$ cat src/rtl/ddr4_cmd_decoder.sv
// DDR4 command/address front end: samples CA pins each clock and issues a registered
// one-hot command vector with bank select, CKE edge pulses, power state and the MR file.
module ddr4_cmd_decoder #(
    parameter int BGWIDTH   = 2,
    parameter int BAWIDTH   = 2,
    parameter int ADDRWIDTH = 17
) (
    input  logic                                   clk,
    input  logic                                   reset,
    input  logic                                   cke,
    input  logic                                   cs_n,
    input  logic                                   act_n,
    input  logic [(BGWIDTH > 0 ? BGWIDTH : 1)-1:0] bg_in,
    input  logic [BAWIDTH-1:0]                     ba_in,
    input  logic [ADDRWIDTH-1:0]                   a_in,
    input  logic [2:0]                             mr_rsel,
    output logic [18:0]                            commands,
    output logic [(BGWIDTH > 0 ? BGWIDTH : 1)-1:0] bg,
    output logic [BAWIDTH-1:0]                     ba,
    output logic [ADDRWIDTH-1:0]                   row,
    output logic [9:0]                             col,
    output logic [13:0]                            mr_rdata,
    output logic [1:0]                             pstate,
    output logic                                   cmd_err
);

    localparam int C_ACT  = 18;
    localparam int C_CFG  = 16;
    localparam int C_CKEH = 15;
    localparam int C_CKEL = 14;
    localparam int C_MRW  = 10;
    localparam int C_PD   = 9;
    localparam int C_PDX  = 8;
    localparam int C_PR   = 7;
    localparam int C_PRA  = 6;
    localparam int C_RD   = 5;
    localparam int C_RDA  = 4;
    localparam int C_REF  = 3;
    localparam int C_SRF  = 2;
    localparam int C_WR   = 1;
    localparam int C_WRA  = 0;

    typedef enum logic [1:0] {
        ST_ACTIVE  = 2'd0,
        ST_PWRDN   = 2'd1,
        ST_SELFREF = 2'd2
    } pstate_t;

    pstate_t     state;
    logic        cke_q;
    logic [13:0] mr [0:7];

    logic [2:0]  ca;
    logic [2:0]  mr_idx;
    logic        bg0;
    logic [18:0] dec_cmd;
    logic        dec_err;
    logic        dec_hit;
    logic        dec_row_we;
    logic        dec_col_we;
    logic        dec_mr_we;
    logic        is_ref;
    logic        is_idle;
    logic        rise;
    logic        fall;
    logic        apply;
    logic        go_srf;
    logic        go_pd;
    logic        fall_err;
    logic [18:0] nxt_cmds;
    logic        nxt_err;

    assign pstate   = state;
    assign mr_rdata = mr[mr_rsel];
    assign bg0      = (BGWIDTH > 0) ? bg_in[0] : 1'b0;
    assign ca       = {a_in[16], a_in[15], a_in[14]};
    assign mr_idx   = {bg0, ba_in[1:0]};

    // Raw decode of the CA pins, independent of CKE and power state.
    always_comb begin
        dec_cmd    = '0;
        dec_err    = 1'b0;
        dec_hit    = 1'b0;
        dec_row_we = 1'b0;
        dec_col_we = 1'b0;
        dec_mr_we  = 1'b0;
        if (!act_n) begin
            dec_cmd[C_ACT] = 1'b1;
            dec_hit        = 1'b1;
            dec_row_we     = 1'b1;
        end else begin
            case (ca)
                3'b000: begin
                    dec_cmd[C_MRW] = 1'b1;
                    dec_hit        = 1'b1;
                    if (mr_idx == 3'd7) dec_err = 1'b1;
                    else                dec_mr_we = 1'b1;
                end
                3'b001: begin
                    dec_cmd[C_REF] = 1'b1;
                    dec_hit        = 1'b1;
                end
                3'b010: begin
                    if (a_in[10]) dec_cmd[C_PRA] = 1'b1;
                    else          dec_cmd[C_PR]  = 1'b1;
                    dec_hit = 1'b1;
                end
                3'b011: dec_err = 1'b1;
                3'b100: begin
                    if (a_in[10]) dec_cmd[C_WRA] = 1'b1;
                    else          dec_cmd[C_WR]  = 1'b1;
                    dec_hit    = 1'b1;
                    dec_col_we = 1'b1;
                end
                3'b101: begin
                    if (a_in[10]) dec_cmd[C_RDA] = 1'b1;
                    else          dec_cmd[C_RD]  = 1'b1;
                    dec_hit    = 1'b1;
                    dec_col_we = 1'b1;
                end
                3'b110: begin
                    dec_cmd[C_CFG] = 1'b1;
                    dec_hit        = 1'b1;
                end
                default: ;
            endcase
        end
    end

    // Gate the decode with CKE history and power state; a falling CKE carrying a
    // real command is still executed but flagged.
    always_comb begin
        is_ref   = act_n && (ca == 3'b001);
        is_idle  = cs_n || (act_n && (ca == 3'b111));
        rise     = !cke_q && cke;
        fall     = cke_q && !cke;
        apply    = 1'b0;
        go_srf   = 1'b0;
        go_pd    = 1'b0;
        fall_err = 1'b0;
        if (state == ST_ACTIVE && cke_q) begin
            if (cke)                  apply = !cs_n;
            else if (!cs_n && is_ref) go_srf = 1'b1;
            else if (is_idle)         go_pd = 1'b1;
            else begin
                apply    = 1'b1;
                fall_err = 1'b1;
            end
        end
        nxt_cmds         = apply ? dec_cmd : '0;
        nxt_cmds[C_CKEL] = fall;
        nxt_cmds[C_CKEH] = rise;
        nxt_cmds[C_SRF]  = go_srf;
        nxt_cmds[C_PD]   = go_pd;
        nxt_cmds[C_PDX]  = (state == ST_PWRDN) && rise;
        nxt_err          = (apply && dec_err) || fall_err;
    end

    always_ff @(posedge clk) begin
        if (reset) begin
            state    <= ST_ACTIVE;
            cke_q    <= 1'b1;
            commands <= '0;
            cmd_err  <= 1'b0;
            bg       <= '0;
            ba       <= '0;
            row      <= '0;
            col      <= '0;
            for (int i = 0; i < 8; i++) mr[i] <= '0;
        end else begin
            commands <= nxt_cmds;
            cmd_err  <= nxt_err;
            cke_q    <= cke;
            if (apply && dec_hit) begin
                bg <= (BGWIDTH > 0) ? bg_in : '0;
                ba <= ba_in;
            end
            if (apply && dec_row_we) row <= a_in;
            if (apply && dec_col_we) col <= a_in[9:0];
            if (apply && dec_mr_we)  mr[mr_idx] <= a_in[13:0];
            case (state)
                ST_ACTIVE: begin
                    if (go_srf)     state <= ST_SELFREF;
                    else if (go_pd) state <= ST_PWRDN;
                end
                ST_PWRDN:   if (rise) state <= ST_ACTIVE;
                ST_SELFREF: if (rise) state <= ST_ACTIVE;
                default:    state <= ST_ACTIVE;
            endcase
        end
    end

endmodule

$ cat config.mk
export PLATFORM = sky130hd
export DESIGN_NAME = ddr4_cmd_decoder
export DESIGN_NICKNAME = d
export VERILOG_FILES = /design/src/rtl/ddr4_cmd_decoder.sv
export SDC_FILE = /design/constraint.sdc
export NUM_CORES = 1
export LEC_CHECK = 0
export BUFFER_PORTS_ARGS = -buffer_cell sky130_fd_sc_hd__clkbuf_2
export CAP_MARGIN = 30
export CORE_MARGIN = 5
export CORE_UTILIZATION = 41
export CTS_CLUSTER_DIAMETER = 150
export DETAILED_ROUTE_END_ITERATION = 8
export HOLD_SLACK_MARGIN = 0.08
export PLACE_DENSITY = 0.58
export SYNTH_ARGS = -nofsm -noshare
export SYNTH_HDL_FRONTEND = slang
export SYNTH_SLANG_ARGS = --single-unit
$ cat constraint.sdc
create_clock -name clk -period 3.3 [get_ports clk]
set_input_delay 0.495 -clock clk [delete_from_list [all_inputs] [get_ports clk]]
set_output_delay 0.495 -clock clk [all_outputs]
set_load 0.005 [all_outputs]
# --- Word level (Yosys, flattened, before mapping) ---
# Memories as Yosys holds them, arrays and structs flattened.
# Index checks and enable logic that the tools add are counted.
classes:
  n_eq_ne: 12
  muxes: 41
  n_bitwise: 5
  reduce_logical: 29
ops:
  columns: ["operator", "count"]
  rows:
  - ["$mux 1", 34]
  - ["$eq 3x3->1 const B", 5]
  - ["$mux 14", 1]
  - ["$reduce_or 14->1", 1]
  - ["$logic_and 1x1->1", 12]
  - ["$reduce_or 4->1", 3]
  - ["$eq 3x2->1 const B", 2]
  - ["$mux 2", 3]
  - ["$reduce_or 2->1", 3]
  - ["$reduce_or 6->1", 1]
  - ["$not 1->1", 5]
  - ["$pmux 2 s2", 1]
  - ["$eq 3x1->1 const B", 1]
  - ["$logic_not 1->1", 3]
  - ["$logic_not 3->1", 1]
  - ["$mux 3", 1]
  - ["$ne 3x3->1 const B", 1]
  - ["$reduce_or 3->1", 1]
  - ["$eq 2x1->1 const B", 1]
  - ["$eq 2x2->1 const B", 1]
  - ["$logic_not 2->1", 1]
  - ["$logic_or 1x1->1", 2]
  - ["$ne 2x1->1 const B", 1]
  - ["$pmux 1 s2", 1]
  - ["$reduce_and 2->1", 1]
word_totals:
  ff_bits: 54
  ram_bits: 112
  out_inout_bits: 67
  memories: 1
mem_list:
  columns: ["memory", "depth", "word_bits", "read_ports", "rd_ports_with_merged_regs", "write_ports", "line_no", "source"]
  rows:
  - ["mr", 8, 14, 1, 0, 8, "51", "logic [13:0] mr [0:7];"]

# --- Longest topological paths before layout ---
depth:
  ltp_word: 13
  depth_mapped: 8
  ltp_nobuf: 5

# --- Worst setup path before layout ---
# OpenSTA, ideal clock, no wires.
synth_path:
  kind: "input to register"
  startpoint: "input port a_in[16]"
  endpoint: "memory mr[0][0] (enable)"
  t_arrival_ps: 2415
  required_ps: 2912
  setup_slack_ps: 498
  path_stages: 5
  n_path_buf: 2
  path_cell_list: "or4b_1 > or4_1 > buf_2 > buf_6 > o21bai_1"
synth_lines:
  columns: ["item", "line_no", "source"]
  rows:
  - ["from (decl)", "15", "input logic [ADDRWIDTH-1:0] a_in,"]
  - ["to (decl)", "51", null]

==> impl_results.html <==
<table>
<tr><th>Metric</th><th>Value</th></tr>
<tr><th colspan="2">Clocking</th></tr>
<tr><td>Sink Count</td><td>162</td></tr>
<tr><td>H-Tree Level Count</td><td>4</td></tr>
<tr><td>Buffer type at the clock tree root</td><td>sky130_fd_sc_hd__clkbuf_16</td></tr>
<tr><td>Number of CTS-inserted buffers</td><td>17</td></tr>
<tr><td>Worst skew pair latency</td><td>0.43 ns</td></tr>
<tr><td>Max clock buf depth</td><td>2</td></tr>
<tr><td>Post-CTS sizing</td><td>0</td></tr>
<tr><td>Post-CTS setup buffers</td><td>0</td></tr>
<tr><td>Clock tree from TritonCTS</td><td>done</td></tr>
<tr><td>Clock slew at the register clock pins of the worst setup and hold paths</td><td>0.06 ns</td></tr>
<tr><td>Hold bufs inserted after CTS</td><td>0</td></tr>
<tr><th colspan="2">Worst setup path</th></tr>
<tr><td>Crit Reg-Reg Endpoint</td><td>mr[0][8]</td></tr>
<tr><td>R2R depth</td><td>7</td></tr>
<tr><td>Max Fanout on Critical Path</td><td>14</td></tr>
<tr><td>CP endpoint kind</td><td>register</td></tr>
<tr><td>Crit path required time</td><td>3.42 ns</td></tr>
<tr><td>Arrival time worst endpoint</td><td>2.50 ns</td></tr>
<tr><td>Category of the most critical setup path</td><td>register to register</td></tr>
<tr><td>Worst reg2reg startpoint</td><td>pstate[1]</td></tr>
<tr><td>Register-to-Register Setup Slack</td><td>0.91 ns</td></tr>
<tr><td>Kind of launch point of the worst setup path</td><td>register</td></tr>
<tr><th colspan="2">Synth</th></tr>
<tr><td>Avg Synthesized Cell Area</td><td>13.5 um^2</td></tr>
<tr><td>Ys flop type</td><td>sky130_fd_sc_hd__edfxtp_1</td></tr>
<tr><td>Number of library cell types mapped by synthesis</td><td>46</td></tr>
<tr><td>Flip-flop and latch count after synthesis</td><td>162</td></tr>
<tr><td>Sequential-to-total area share from yosys stat</td><td>61.5%</td></tr>
<tr><td>Synthesized instance count</td><td>525</td></tr>
<tr><td>Count of yosys warnings during synthesis</td><td>0</td></tr>
<tr><td>Cell area after synthesis</td><td>7100 um^2</td></tr>
<tr><td>Fraction of synthesis flops using an asynchronous set or reset pin</td><td>0%</td></tr>
<tr><td>Number of enable flip-flop cells after synthesis</td><td>112</td></tr>
<tr><th colspan="2">Layout</th></tr>
<tr><td>Share of layout cells above drive strength 1</td><td>31.7%</td></tr>
<tr><td>Final Net Count</td><td>653</td></tr>
<tr><td>Synth-to-Final Area Change</td><td>18.4%</td></tr>
<tr><td>Post-route core utilization</td><td>49.1%</td></tr>
<tr><td>Number of inserted diodes</td><td>0</td></tr>
<tr><th colspan="2">Drt</th></tr>
<tr><td>Number of nets with antenna violations after detailed routing</td><td>0</td></tr>
<tr><td>Drt pass-1 iters</td><td>5</td></tr>
<tr><td>Vias after detailed routing</td><td>4460</td></tr>
<tr><td>Vias per cell</td><td>5.19</td></tr>
<tr><td>Mean routed wirelength per cell</td><td>19.6 um</td></tr>
<tr><td>Routed wire length</td><td>16800 um</td></tr>
<tr><td>Residual DRC count</td><td>0</td></tr>
<tr><td>Number of DRC markers in iteration 0</td><td>260</td></tr>
<tr><th colspan="2">Power</th></tr>
<tr><td>Maximum resistive drop on vdd</td><td>0.351 mV</td></tr>
<tr><td>Part of the total power dissipated in combinational logic</td><td>7.7%</td></tr>
<tr><td>Clock share of power</td><td>42.3%</td></tr>
<tr><td>Switching Share</td><td>22.8%</td></tr>
<tr><td>Portion of total power attributed to sequential cells</td><td>49.9%</td></tr>
<tr><td>Static Leak</td><td>3.23 nW</td></tr>
<tr><td>Power density over cell area</td><td>540 nW/um^2</td></tr>
<tr><td>Internal power</td><td>3.51 mW</td></tr>
<tr><td>Switching power total</td><td>1.04 mW</td></tr>
<tr><th colspan="2">Hold path</th></tr>
<tr><td>Hold/Removal Path Class</td><td>primary input to register</td></tr>
<tr><td>Cell count of the worst hold path</td><td>3</td></tr>
<tr><td>Hold Path End</td><td>bg[1]</td></tr>
<tr><td>Hold wc startpoint</td><td>bg_in[1]</td></tr>
<tr><th colspan="2">Timing</th></tr>
<tr><td>Post-layout minimum cycle time</td><td>2.39 ns</td></tr>
<tr><td>Achievable clock frequency</td><td>419 MHz</td></tr>
<tr><td>Final-layout setup total negative slack</td><td>0 ns</td></tr>
<tr><td>Max-slew violation total from the final report</td><td>0</td></tr>
<tr><td>Final period util</td><td>72.3%</td></tr>
<tr><td>Worst Tran Pin Value</td><td>0.908 ns</td></tr>
<tr><td>Count of final hold-check violations</td><td>0</td></tr>
<tr><td>Unrepaired setup endpoints after global routing</td><td>no</td></tr>
<tr><td>Layout Skew</td><td>0.00688 ns</td></tr>
<tr><td>Final-report setup violation count</td><td>0</td></tr>
<tr><td>Max-slew headroom at the worst pin</td><td>39.1%</td></tr>
<tr><th colspan="2">Die</th></tr>
<tr><td>Horizontal die dimension</td><td>142 um</td></tr>
<tr><td>I/O pin cnt</td><td>96</td></tr>
<tr><td>Area of the core region</td><td>17100 um^2</td></tr>
<tr><td>Row cnt</td><td>48</td></tr>
<tr><td>Initial Util</td><td>41.5%</td></tr>
<tr><td>Height of the chip</td><td>142 um</td></tr>
<tr><td>Floorplan die area</td><td>20000 um^2</td></tr>
<tr><th colspan="2">Status</th></tr>
<tr><td>Status</td><td>complete, no violations</td></tr>
<tr><th colspan="2">Global routing</th></tr>
<tr><td>Global-route congestion overflow total</td><td>0</td></tr>
<tr><td>Vias in the first global route</td><td>4665</td></tr>
<tr><td>First-pass GRT wire length</td><td>26300 um</td></tr>
<tr><td>Number of antenna violations at the first check in global routing</td><td>0</td></tr>
<tr><td>GRT Resource Usage Total</td><td>17.5%</td></tr>
<tr><td>Maximum number of pins on one net before global-route repair</td><td>64</td></tr>
<tr><th colspan="2">Job</th></tr>
<tr><td># Max-Cap Violations</td><td>0</td></tr>
<tr><th colspan="2">Placement</th></tr>
<tr><td>DPL Wire Length</td><td>11000 um</td></tr>
<tr><td>Count of buffers inserted at the top-level ports</td><td>91</td></tr>
<tr><td>Weighted congestion at the end of routability-driven global placement</td><td>0.815</td></tr>
</table>
## power by group through the flow
stage | logic [mW] | clock network (mW) | registers [mW]
3_5_place_dp | 0.357 | 0 | 2.31
5_1_grt | 0.386 | 2.07 | 2.27
3_3_place_gp | 0.353 | 0 | 2.31
2_1_floorplan | 0.216 | 0 | 2.30
4_1_cts | 0.359 | 1.96 | 2.27
6_report | 0.352 | 1.92 | 2.27
## critical path, cell delays in order (launching register included)
cell and delay, ns:
sky130_fd_sc_hd__dfxtp_1 0.34, sky130_fd_sc_hd__inv_1 0.09, sky130_fd_sc_hd__ha_1 0.36, sky130_fd_sc_hd__nand4bb_1 0.16, sky130_fd_sc_hd__buf_4 0.22, sky130_fd_sc_hd__or4_1 0.51, sky130_fd_sc_hd__o21bai_1 0.14, sky130_fd_sc_hd__buf_4 0.25
## cell usage in the layout, fill, tap and decap left out, types with 8 or more instances in the layout
cell type,instances
sky130_fd_sc_hd__dfxtp_1,50
sky130_fd_sc_hd__mux2_2,14
sky130_fd_sc_hd__nand2_1,38
sky130_fd_sc_hd__a21oi_1,28
sky130_fd_sc_hd__conb_1,18
sky130_fd_sc_hd__mux4_2,28
sky130_fd_sc_hd__nor2_1,8
sky130_fd_sc_hd__nand2b_1,13
sky130_fd_sc_hd__edfxtp_1,112
sky130_fd_sc_hd__nand3_1,15
sky130_fd_sc_hd__clkbuf_16,20
sky130_fd_sc_hd__buf_4,13
sky130_fd_sc_hd__and2_1,84
sky130_fd_sc_hd__o21ai_0,11
sky130_fd_sc_hd__nor3b_2,8
sky130_fd_sc_hd__clkbuf_2,91
## per-stage QoR
stage	setup WS [ns]	hold WS, ns	std cells	cell area [um^2]	total power, mW
6_report	0.913	0.327	860	8400	4.54
4_1_cts	0.909	0.316	860	8400	4.59
3_3_place_gp	0.579	0.444	828	7820	2.66
5_1_grt	0.813	0.311	860	8400	4.73
2_1_floorplan	0.498	0.453	542	7160	2.52
3_5_place_dp	0.525	0.445	828	7820	2.67
## flip-flops by register name (all words and copies together) (netlist names)
name      flops
ba            2
bg            2
cke_q         1
cmd_err       1
col          10
commands     15
mr          112
pstate        2
row          17
## logic make-up (layout without fill, tap and decap cells)
logic type / Yosys count / count (layout) / share of synthesized area (%)
xor gates and xnor gates: 1 / 1 / 0.123
muxes: 46 / 46 / 11.7
buffers and inverters: 48 / 141 / 3.10
and+or+nand+nor: 218 / 218 / 19.6
adders and majority gates: 2 / 2 / 0.353
AOI/OAI and AO/OA: 47 / 47 / 3.65
DFF: 162 / 162 / 61.5
other: 1 / 18 / 0.0528
## cell usage after synthesis, types with 3 or more instances
cell type	instances	area [um^2]
sky130_fd_sc_hd__nor4_4	3	63.8
sky130_fd_sc_hd__mux2i_1	4	40.0
sky130_fd_sc_hd__nor3_2	4	40.0
sky130_fd_sc_hd__nor2_1	8	30.0
sky130_fd_sc_hd__nor3b_1	7	52.6
sky130_fd_sc_hd__nor3b_2	8	100
sky130_fd_sc_hd__edfxtp_1	112	3360
sky130_fd_sc_hd__nand2_1	38	143
sky130_fd_sc_hd__nor4bb_1	3	30.0
sky130_fd_sc_hd__and2_1	84	526
sky130_fd_sc_hd__buf_2	8	40.0
sky130_fd_sc_hd__inv_1	4	15.0
sky130_fd_sc_hd__clkbuf_1	25	93.8
sky130_fd_sc_hd__a21oi_1	28	140
sky130_fd_sc_hd__mux4_2	28	631
sky130_fd_sc_hd__mux2_2	14	158
sky130_fd_sc_hd__or2_2	7	43.8
sky130_fd_sc_hd__nor3_1	6	30.0
sky130_fd_sc_hd__nor4_1	4	25.0
sky130_fd_sc_hd__buf_4	5	37.5
sky130_fd_sc_hd__nand2b_1	13	81.3
sky130_fd_sc_hd__nand3b_1	6	45.0
sky130_fd_sc_hd__o21ai_0	11	55.1
sky130_fd_sc_hd__and3b_1	4	35.0
sky130_fd_sc_hd__clkbuf_2	3	15.0
sky130_fd_sc_hd__dfxtp_1	50	1000
sky130_fd_sc_hd__nand3_1	15	75.1
## worst max-delay path by stage
stage,from,endpoint,slack [ns]
after floorplan,a_in[16],mr[0][0],0.50
after global placement,a_in[16],mr[0][6],0.58
after detailed placement,a_in[16],mr[0][9],0.53
after CTS,pstate[1],bg[0],0.91
after global routing,pstate[1],ba[1],0.81
final,pstate[1],mr[0][8],0.91
## final cells by class
type	instances	area [um^2]
clock buffers	22	518
repair buffers	105	573
multi-input cells	332	2580
clock inverters	10	66.3
inverters	4	15.0
fillers	1533	8720
flip-flops and latches	162	4360
well taps	225	282
## per-layer routing
metal	up-vias	GRT usage, %	share of wire, %	wire, um
li1	2087	-	-	-
met1	2219	22.1	42	7140
met2	128	28.3	49	8250
met3	26	6.10	6.9	1160
met4	0	5.66	1.6	273
met5	-	0	0	0
Power figures use the tool's default switching activity.
